### src/rtl/id_ex_stage.sv
// id_ex_stage -- ID/EX pipeline register with load-use hazard detection.
// Holds the decoded instruction for the EX stage. It detects a load in EX
// whose destination (rt) is a source of the instruction in ID, raises
// o_stall and inserts one bubble. A taken branch/jump (i_flush) kills the
// ID instruction and takes priority over the bubble.
// Optional feature: define ID_EX_BUBBLE_STATS_EN to build a saturating
// 16-bit counter of inserted bubbles. Without it, o_bubble_count is tied
// to zero and no counter flops exist.
module id_ex_stage #(
  parameter int NB_DATA = 32,
  parameter int NB_ADDR = 5,
  parameter int NB_CTRL = 11
) (
  input  logic               i_clock,
  input  logic               i_reset,
  input  logic               i_enable,
  input  logic               i_flush,
  input  logic               i_valid,
  input  logic [NB_CTRL-1:0] i_ctrl,
  input  logic [NB_DATA-1:0] i_rs_data,
  input  logic [NB_DATA-1:0] i_rt_data,
  input  logic [NB_DATA-1:0] i_sext_imm,
  input  logic [NB_DATA-1:0] i_pc_plus4,
  input  logic [NB_ADDR-1:0] i_rs_addr,
  input  logic [NB_ADDR-1:0] i_rt_addr,
  input  logic [NB_ADDR-1:0] i_rd_addr,
  output logic [NB_CTRL-1:0] o_ctrl,
  output logic [NB_DATA-1:0] o_rs_data,
  output logic [NB_DATA-1:0] o_rt_data,
  output logic [NB_DATA-1:0] o_sext_imm,
  output logic [NB_DATA-1:0] o_pc_plus4,
  output logic [NB_ADDR-1:0] o_rs_addr,
  output logic [NB_ADDR-1:0] o_rt_addr,
  output logic [NB_ADDR-1:0] o_rd_addr,
  output logic               o_valid,
  output logic               o_stall,
  output logic [15:0]        o_bubble_count
);

  // Control bundle bit carrying "data memory read" (i.e. the EX op is a load).
  localparam int CTRL_MEM_RD_BIT = 4;

  logic               valid_q,    valid_d;
  logic [NB_CTRL-1:0] ctrl_q,     ctrl_d;
  logic [NB_DATA-1:0] rs_data_q,  rs_data_d;
  logic [NB_DATA-1:0] rt_data_q,  rt_data_d;
  logic [NB_DATA-1:0] sext_imm_q, sext_imm_d;
  logic [NB_DATA-1:0] pc_plus4_q, pc_plus4_d;
  logic [NB_ADDR-1:0] rs_addr_q,  rs_addr_d;
  logic [NB_ADDR-1:0] rt_addr_q,  rt_addr_d;
  logic [NB_ADDR-1:0] rd_addr_q,  rd_addr_d;

  logic hazard;
  logic ex_is_load;
  logic rt_nonzero;
  logic rt_matches_id;

  // Load-use hazard: built only from registered EX state and current ID
  // inputs, so there is no loop through o_stall. Writes to r0 never hazard.
  always_comb begin
    ex_is_load    = valid_q & ctrl_q[CTRL_MEM_RD_BIT];
    rt_nonzero    = (rt_addr_q != '0);
    rt_matches_id = (rt_addr_q == i_rs_addr) | (rt_addr_q == i_rt_addr);
    hazard        = ex_is_load & i_valid & rt_nonzero & rt_matches_id;
  end

  assign o_stall = hazard & ~i_flush;

  // Next-state: hold when disabled; else flush > bubble > capture.
  // Flush and bubble both only kill the slot; data/address fields hold.
  always_comb begin
    valid_d    = valid_q;
    ctrl_d     = ctrl_q;
    rs_data_d  = rs_data_q;
    rt_data_d  = rt_data_q;
    sext_imm_d = sext_imm_q;
    pc_plus4_d = pc_plus4_q;
    rs_addr_d  = rs_addr_q;
    rt_addr_d  = rt_addr_q;
    rd_addr_d  = rd_addr_q;
    if (i_enable) begin
      if (i_flush || hazard) begin
        valid_d = 1'b0;
        ctrl_d  = '0;
      end else begin
        valid_d    = i_valid;
        ctrl_d     = i_valid ? i_ctrl : '0;
        rs_data_d  = i_rs_data;
        rt_data_d  = i_rt_data;
        sext_imm_d = i_sext_imm;
        pc_plus4_d = i_pc_plus4;
        rs_addr_d  = i_rs_addr;
        rt_addr_d  = i_rt_addr;
        rd_addr_d  = i_rd_addr;
      end
    end
  end

  // EX-stage register bank with asynchronous clear.
  always_ff @(posedge i_clock or posedge i_reset) begin
    if (i_reset) begin
      valid_q    <= 1'b0;
      ctrl_q     <= '0;
      rs_data_q  <= '0;
      rt_data_q  <= '0;
      sext_imm_q <= '0;
      pc_plus4_q <= '0;
      rs_addr_q  <= '0;
      rt_addr_q  <= '0;
      rd_addr_q  <= '0;
    end else begin
      valid_q    <= valid_d;
      ctrl_q     <= ctrl_d;
      rs_data_q  <= rs_data_d;
      rt_data_q  <= rt_data_d;
      sext_imm_q <= sext_imm_d;
      pc_plus4_q <= pc_plus4_d;
      rs_addr_q  <= rs_addr_d;
      rt_addr_q  <= rt_addr_d;
      rd_addr_q  <= rd_addr_d;
    end
  end

  assign o_valid    = valid_q;
  assign o_ctrl     = ctrl_q;
  assign o_rs_data  = rs_data_q;
  assign o_rt_data  = rt_data_q;
  assign o_sext_imm = sext_imm_q;
  assign o_pc_plus4 = pc_plus4_q;
  assign o_rs_addr  = rs_addr_q;
  assign o_rt_addr  = rt_addr_q;
  assign o_rd_addr  = rd_addr_q;

`ifdef ID_EX_BUBBLE_STATS_EN
  logic [15:0] bubble_cnt_q, bubble_cnt_d;

  // Count enabled edges that insert a bubble (flushes excluded); saturate.
  always_comb begin
    bubble_cnt_d = bubble_cnt_q;
    if (i_enable && !i_flush && hazard && (bubble_cnt_q != 16'hFFFF)) begin
      bubble_cnt_d = bubble_cnt_q + 16'd1;
    end
  end

  // Bubble counter register with asynchronous clear.
  always_ff @(posedge i_clock or posedge i_reset) begin
    if (i_reset) begin
      bubble_cnt_q <= '0;
    end else begin
      bubble_cnt_q <= bubble_cnt_d;
    end
  end

  assign o_bubble_count = bubble_cnt_q;
`else
  assign o_bubble_count = '0;
`endif

endmodule

### config.mk
export PLATFORM = sky130hd
export DESIGN_NAME = id_ex_stage
export DESIGN_NICKNAME = d
export VERILOG_FILES = /design/src/rtl/id_ex_stage.sv
export SDC_FILE = /design/constraint.sdc
export NUM_CORES = 1
export LEC_CHECK = 0
export BUFFER_PORTS_ARGS = -buffer_cell sky130_fd_sc_hd__clkbuf_2
export CORE_MARGIN = 10
export CORE_UTILIZATION = 50
export CTS_CLUSTER_DIAMETER = 80
export DETAILED_ROUTE_END_ITERATION = 10
export PLACE_DENSITY = 0.86
export SKIP_LAST_GASP = 1
export SYNTH_ARGS = -nofsm -noshare
export SYNTH_HDL_FRONTEND = slang
export SYNTH_SLANG_ARGS = --single-unit
### constraint.sdc
create_clock -name i_clock -period 7.6 [get_ports i_clock]
set_input_delay 1.52 -clock i_clock [delete_from_list [all_inputs] [get_ports i_clock]]
set_output_delay 1.52 -clock i_clock [all_outputs]
set_load 0.02 [all_outputs]
==> results of run 1 <==
==> final cells by class <==
type | count | area, µm²
fill | 962 | 4444
sequential | 155 | 3879
multi-input combinational | 193 | 2471
timing repair buffer | 316 | 1599
clock buffer | 20 | 446.7
tap | 176 | 220.2
clock inverter | 11 | 170.2
inverter | 2 | 12.51
==> metal layers <==
metal	vias to the layer above	GRT usage [%]	part of all wire, %
li1	1903	-	-
met1	2097	20.66	37
met2	190	32.24	52
met3	31	6.753	8.3
met4	0	6.982	2.1
met5	-	0	0
==> final timing paths <==
| kind | end | start | slack [ns] |
|---|---|---|---|
| min in group asynchronous | o_sext_imm[8] | i_reset | 1.18 |
| hold reg to reg | o_ctrl[9] | o_ctrl[9] | 0.49 |
| setup reg to reg | o_rd_addr[1] | o_rt_addr[0] | 4.98 |
| hold / removal | o_ctrl[9] | o_ctrl[9] | 0.49 |
| max in group asynchronous | o_pc_plus4[28] | i_reset | 4.98 |
| setup / recovery | o_stall | i_valid | 3.55 |
==> per-stage QoR <==
stage | worst slack (ns) | power [W] | cell area (µm²) | std cells
global route | 3.444 | 0.002583 | 8798 | 873
finish | 3.553 | 0.002482 | 8798 | 873
CTS | 3.546 | 0.002509 | 8798 | 873
detailed placement | 3.554 | 0.001624 | 8182 | 842
global placement | 3.570 | 0.001604 | 8182 | 842
floorplan | 1.902 | 0.001417 | 6804 | 385
==> cells in the mapped netlist <==
master	number
dfrtp_1	155
nand2_1	3
a22o_1	1
xnor2_1	10
nand3_1	3
buf_6	1
conb_1	1
mux2_4	138
buf_4	17
a211oi_4	1
nor3_1	1
buf_12	15
mux2_2	5
nor2_1	2
o22ai_2	1
a21oi_1	1
inv_1	2
a32o_1	11
clkbuf_1	2
==> worst register-to-register path: stages (launching register included) <==
cell	delay [ns]
dfrtp_1	0.45
nor3_1	0.22
a21oi_1	0.15
a211oi_4	0.30
buf_12	0.65
mux2_4	0.74
==> sequential cells by signal, indices dropped and copies added, names as in the netlist <==
register	flops
o_pc_plus4	32
o_rs_data	32
o_rt_data	32
o_sext_imm	32
o_ctrl	11
o_rd_addr	5
o_rs_addr	5
o_rt_addr	5
o_valid	1
==> power by group <==
group          total (W)  leakage [nW]  internal (W)  switching, W
registers        0.00102          1.84      0.000942     0.0000761
logic           0.000588          2.50      0.000276      0.000312
clock network   0.000875         0.292      0.000556      0.000319
total            0.00248          4.63       0.00177      0.000707
==> kinds of logic after synthesis <==
| family | synth area share, % |
|---|---|
| buffers and inverters | 6.731 |
| AO/OA/AOI/OAI | 2.318 |
| multiplexers | 31.54 |
| flip-flops | 57.48 |
| XOR/XNOR | 1.298 |
| AND/OR/NAND/NOR | 0.5747 |
| other | 0.05557 |
==> metrics.md, run 1 <==
| Metric | Value |
|---|---|
| Per-cell routed wire length | `20.28 µm` |
| Outcome | `finished clean` |
| Chip height | `136.2 µm` |
| Hold Path Depth | `1` |
| # DRC | `0` |
| Final setup viols | `0` |
| Final wirelength | `17.71 mm` |
| Final hold vios | `0` |
| Crit path top cell by count | `clkbuf_2` |
| Mapped Area | `6748 µm²` |
| Total GRT Usage | `18.67%` |
| Max incr delay on CP | `0.29 ns` |
| Slowest cell on the critical path | `a21oi_1` |
| Full die area | `18540 µm²` |
| Share of the synthesized area in the top cell type | `57.48%` |
| CTS clk-pin slew, worst paths | `0.06 ns` |
| Area grow syn2layout | `30.39%` |
| Via Count | `4221` |
| Max cap viols | `0` |
| Worst endpoint data arrival time | `2.53 ns` |
| Relative slew slack | `13.60%` |
| Dominant cells by area after synthesis | `dfrtp_1 (57%), mux2_4 (31%), buf_12 (4.5%), buf_4 (1.9%), a32o_1 (1.6%)` |
| Worst setup EP type | `output port` |
| Avg Cell Area, Syn | `18.24 µm²` |
| Leak | `4.635 nW` |
| Worst path bufs/invs | `2` |
| Die width | `136.2 µm` |
| Unrepaired setup endpoints after global routing | `no` |
| Initial detailed-routing violation count | `149` |
| Clk_skew | `0.007893 ns` |
| Tcrit/Tclk final | `53.26%` |
| Worst Hold Margin | `0.4852 ns` |
| Fmax | `247.1 MHz` |
| Post-CTS Setup Bufs | `0` |
| Post_cts resized | `0` |
| Register bit total from synthesis | `155` |
| Vias/cell | `4.835` |
| Clk sinks | `155` |
| Worst-case reg-to-reg path depth | `5` |
| Core box area | `13240 µm²` |
| Rows | `42` |
| Port bufs | `314` |
| CP Cell Sequence | `clkbuf_2, nand3_1, a21oi_1, nand2_1, nor2_1, clkbuf_2` |
| Slew @ Worst Pin | `1.296 ns` |
| CTS max path bufs | `2` |
| Fin nets | `844` |
| CP Depth | `6` |
| Required time of the critical path | `6.08 ns` |
| Tmin final | `4.047 ns` |
| Largest net degree at the start of global routing | `156` |
| Dpl hpwl | `13.55 mm` |
| Share of cells above drive strength 1 | `70.44%` |
| Seq/Total Area, Yosys | `57.48%` |
| ANT nets after route | `0` |
| Total of warnings raised by yosys | `0` |
| Synth unique cells | `19` |
| Critical path launch point type | `primary input` |
| Drt first pass iters | `4` |
| Initial Utilization | `50.95%` |
| Synth area leader | `dfrtp_1` |
| CTS tree | `done` |
| CP delay by family, top | `buffers and inverters` |
| Slew Limit Fails | `0` |
| Max VDD drop | `0.1349 mV` |
| Remaining Overflow, GRT | `0` |
| Pwr per Cell Area | `282.0 nW/µm²` |
| Hold Buf Count CTS | `0` |
| Final Wtd Congestion | `0.8605` |
| Commonest non-fill, non-tap cells in the layout | `clkbuf_2 (314), dfrtp_1 (155), mux2_4 (138), clkbuf_16 (17), conb_1 (16)` |
| ANT cells | `0` |
| Post-synthesis cell count | `370` |
| Top fanout value on the critical path | `13` |
| First-pass GRT wire length | `26.80 mm` |
| Final core utilization | `66.44%` |
| Vias in the first global route | `4751` |
| Crit path kind | `in2out` |
| Top Ports | `331` |
| Commonest non-fill, non-tap cell in the layout | `clkbuf_2` |
| Worst skew pair latency | `0.41 ns` |
| H-tree Lvls | `4` |
| Cts bufs inserted | `17` |
| Initial antenna violation count | `0` |
| Setup_tns | `0 ns` |
| CTS root buf | `clkbuf_16` |
| Min-Delay Path Class | `reg2reg` |
Power figures use the tool's default switching activity.
==> run 2: changes to the inputs <==
--- a/config.mk
+++ b/config.mk
@@ -5,12 +5,13 @@
 export SDC_FILE = /design/constraint.sdc
 export NUM_CORES = 1
 export LEC_CHECK = 0
+export ABC_AREA = 1
 export BUFFER_PORTS_ARGS = -buffer_cell sky130_fd_sc_hd__clkbuf_2
 export CORE_MARGIN = 10
-export CORE_UTILIZATION = 50
+export CORE_UTILIZATION = 41
 export CTS_CLUSTER_DIAMETER = 80
 export DETAILED_ROUTE_END_ITERATION = 10
-export PLACE_DENSITY = 0.86
+export PLACE_DENSITY = 0.76
 export SKIP_LAST_GASP = 1
 export SYNTH_ARGS = -nofsm -noshare
 export SYNTH_HDL_FRONTEND = slang
==> constraint.sdc (replaced) <==
create_clock -name i_clock -period 3.51 [get_ports i_clock]
set_input_delay 0.702 -clock i_clock [delete_from_list [all_inputs] [get_ports i_clock]]
set_output_delay 0.702 -clock i_clock [all_outputs]
set_load 0.02 [all_outputs]
==> metrics.md, run 2 <==
| Metric | Value |
|---|---|
| Outcome | `finished clean (unchanged)` |
| Most frequent cells after synthesis | `nand2_1 (342), dfrtp_1 (155), nand3_1 (147) (was dfrtp_1 (155), mux2_4 (138), buf_4 (17))` |
| Share of cells above drive strength 1 | `34.03% (was 70.44%)` |
| Final setup viols | `0 (unchanged)` |
| FFs w/ async S/R, synth | `100.0% (unchanged)` |
| Unrepaired setup endpoints after global routing | `no (unchanged)` |
| CTS clk-pin slew, worst paths | `0.07 ns (was 0.06 ns)` |
| Post-route cell area | `8716 µm² (was 8798 µm²)` |
| ANT cells | `0 (unchanged)` |
| Clk_skew | `0.01149 ns (was 0.007893 ns)` |
| FILL cells | `1445 (was 962)` |
| Final core utilization | `55.47% (was 66.44%)` |
| Most used DFF post-synth | `dfrtp_1 (unchanged)` |
| Slew Limit Fails | `0 (unchanged)` |
| CTS tree | `done (unchanged)` |
| Area grow syn2layout | `33.65% (was 30.39%)` |
| Worst setup EP type | `output port (unchanged)` |
| Number of synthesized flops with an enable pin | `0 (unchanged)` |
| Synth area leader | `dfrtp_1 (unchanged)` |
| Tcrit/Tclk final | `69.75%` |
| Share of the synthesized area in the top cell type | `59.48% (was 57.48%)` |
| Via Count | `5994 (was 4221)` |
| Die width | `146.1 µm (was 136.2 µm)` |
| # DRC | `0 (unchanged)` |
| Leak | `5.159 nW (was 4.635 nW)` |
| Clk sinks | `155 (unchanged)` |
| Fmax | `408.5 MHz` |
| H-tree Lvls | `4 (unchanged)` |
| Crit path top cell by count | `nand2_1 (was clkbuf_2)` |
| Initial detailed-routing violation count | `419 (was 149)` |
| Largest net degree at the start of global routing | `144 (was 156)` |
| Min-Delay Path Class | `in2async (was reg2reg)` |
| Rows | `46 (was 42)` |
| Register bit total from synthesis | `155 (unchanged)` |
| Max cap viols | `0 (unchanged)` |
| Port bufs | `314 (unchanged)` |
| CTS max path bufs | `2 (unchanged)` |
| Dpl cell area | `8140 µm² (was 8182 µm²)` |
| Required time of the critical path | `2.81 ns (was 6.08 ns)` |
| Drt first pass iters | `4 (unchanged)` |
| Vias/cell | `4.716 (was 4.835)` |
| Initial Utilization | `41.50% (was 50.95%)` |
| Relative slew slack | `40.71% (was 13.60%)` |
| ANT nets after route | `0 (unchanged)` |
| Avg Cell Area, Syn | `8.649 µm² (was 18.24 µm²)` |
| First-pass GRT wire length | `32.98 mm (was 26.80 mm)` |
| Setup_tns | `0 ns (unchanged)` |
| Slew @ Worst Pin | `0.8894 ns (was 1.296 ns)` |
| Most instantiated library cell after synthesis | `nand2_1 (was dfrtp_1)` |
| Reg-to-Reg Start | `o_rt_addr[0] (unchanged)` |
| Synth unique cells | `16 (was 19)` |
| Total GRT Usage | `18.80% (was 18.67%)` |
| Initial antenna violation count | `0 (unchanged)` |
| Post-CTS Setup Bufs | `0 (unchanged)` |
| Per-cell routed wire length | `16.08 µm (was 20.28 µm)` |
| Pwr per Cell Area | `561.5 nW/µm² (was 282.0 nW/µm²)` |
| Commonest non-fill, non-tap cells in the layout | `nand2_1 (342), clkbuf_2 (314), dfrtp_1 (155), nand3_1 (147), clkbuf_16 (17) (was clkbuf_2 (314), dfrtp_1 (155), mux2_4 (138), clkbuf_16 (17), conb_1 (16))` |
| Slowest cell on the critical path | `dfrtp_1 (was a21oi_1)` |
| Top fanout value on the critical path | `15 (was 13)` |
| CP Cell Sequence | `inv_2, nand2_1, nand2_1, nor2_1, nand3_1, nand2_1, nand2_4, nor2_1, clkbuf_2 (was clkbuf_2, nand3_1, a21oi_1, nand2_1, nor2_1, clkbuf_2)` |
| Core box area | `15710 µm² (was 13240 µm²)` |
| Mapped Area | `6521 µm² (was 6748 µm²)` |
| Chip height | `146.1 µm (was 136.2 µm)` |
| Crit path kind | `reg2out (was in2out)` |
| Dpl hpwl | `14.63 mm (was 13.55 mm)` |
| Critical path launch point type | `flip-flop (was primary input)` |
| Final hold vios | `0 (unchanged)` |
| Worst skew pair latency | `0.41 ns (about the same)` |
| Worst path bufs/invs | `2 (unchanged)` |
| Crit path launch | `o_rt_addr[3] (was i_valid)` |
| Top Ports | `331 (unchanged)` |
| Placed insts | `1239 (was 842)` |
| CTS root buf | `clkbuf_16 (unchanged)` |
| Tmin final | `2.448 ns` |
| Seq/Total Area, Yosys | `59.48% (was 57.48%)` |
| Post-synthesis cell count | `754 (was 370)` |
| Final Wtd Congestion | `0.8210 (was 0.8605)` |
| Commonest non-fill, non-tap cell in the layout | `nand2_1 (was clkbuf_2)` |
| Remaining Overflow, GRT | `0 (unchanged)` |
| Dominant cells by area after synthesis | `dfrtp_1 (59%), nand2_1 (20%), nand3_1 (11%), buf_2 (1.9%), buf_4 (1.8%) (was dfrtp_1 (57%), mux2_4 (31%), buf_12 (4.5%), buf_4 (1.9%), a32o_1 (1.6%))` |
| Cts bufs inserted | `17 (unchanged)` |
| Full die area | `21350 µm² (was 18540 µm²)` |
| Total of warnings raised by yosys | `0 (unchanged)` |
| Max incr delay on CP | `0.43 ns (was 0.29 ns)` |
| Non-filler cells, final | `1271 (was 873)` |
| Hold Buf Count CTS | `0 (unchanged)` |
| CP delay by family, top | `simple AND/OR/NAND/NOR gates (was buffers and inverters)` |
| Final wirelength | `20.43 mm (was 17.71 mm)` |
| Vias in the first global route | `6006 (was 4751)` |
| Post_cts resized | `0 (unchanged)` |
| Fin nets | `1201 (was 844)` |
| Max VDD drop | `0.3080 mV (was 0.1349 mV)` |
| Worst endpoint data arrival time | `1.75 ns (was 2.53 ns)` |
## run 2: cell types whose count changed after synthesis, moves of 5 or more
cell | previous run | this run
a32o_1 | 11 | 0
buf_12 | 15 | 0
buf_2 | 0 | 25
buf_6 | 1 | 8
clkbuf_1 | 2 | 15
inv_1 | 2 | 11
mux2_2 | 5 | 0
mux2_4 | 138 | 0
nand2_1 | 3 | 342
nand3_1 | 3 | 147
nand3b_1 | 0 | 11
nor2_1 | 2 | 12
xnor2_1 | 10 | 2
## run 2: cells by family after synthesis
kind of cell  synth area share (%)
simple gates                 33.21
other cells                0.05750
xor+xnor                    0.2687
buf+inv                      6.984
flops                        59.48
## run 2: final timing paths
kind | end | slack (ns) | cells past startpoint
max | o_stall | 1.06 | 9
min | o_pc_plus4[10] | 0.20 | 2
max reg2reg | o_rt_data[2] | 1.33 | 10
min reg2reg | o_sext_imm[28] | 0.47 | 2
max in group asynchronous | o_rs_data[10] | 2.59 | 3
min in group i_clock | o_sext_imm[28] | 0.47 | 2
## run 2: routing by layer
metal / vias to the layer above / part of all wire, % / GRT usage [%]
met1: 2756 / 40 / 22.02
met2: 271 / 47 / 29.91
met3: 32 / 10 / 8.127
met5: - / 0 / 0
li1: 2935 / - / -
met4: 0 / 2.6 / 7.307
## run 2: per-stage QoR
step	total power [W]	setup slack (ns)	hold WS (ns)
after floorplan	0.002739	0.8491	0.5767
after global placement	0.003132	1.095	0.4527
after detailed placement	0.003155	1.047	0.4573
after CTS	0.004959	1.035	0.1761
after global routing	0.005153	0.9122	0.1877
final	0.004894	1.062	0.1953
## run 2: worst register-to-register path, cell delays in order (launching register included)
cell and delay, ns:
dfrtp_1 0.46, nand2_1 0.09, inv_1 0.04, nor2_1 0.09, nor2_1 0.05, nand3_1 0.06, nand2_1 0.08, nand2_4 0.18
buf_4 0.70, nand3_1 0.27, nand2_1 0.12
## run 2: area by class of cell
type	instances	area [µm²]	area share, %
flip-flops and latches	155	3879	44.50
well taps	216	270.3	3.101
multi-input cells	533	2261	25.94
clock buffers	19	442.9	5.082
repair buffers	321	1674	19.21
clock inverters	13	132.6	1.522
inverters	14	56.30	0.6460
## run 2: power by group
group	leakage (nW)	switching, W	total (W)	internal (W)
Combinational	2.96	0.000659	0.000985	0.000326
Sequential	1.93	0.000125	0.00213	0.00200
Clock	0.269	0.000771	0.00178	0.00101
Total	5.16	0.00156	0.00489	0.00334
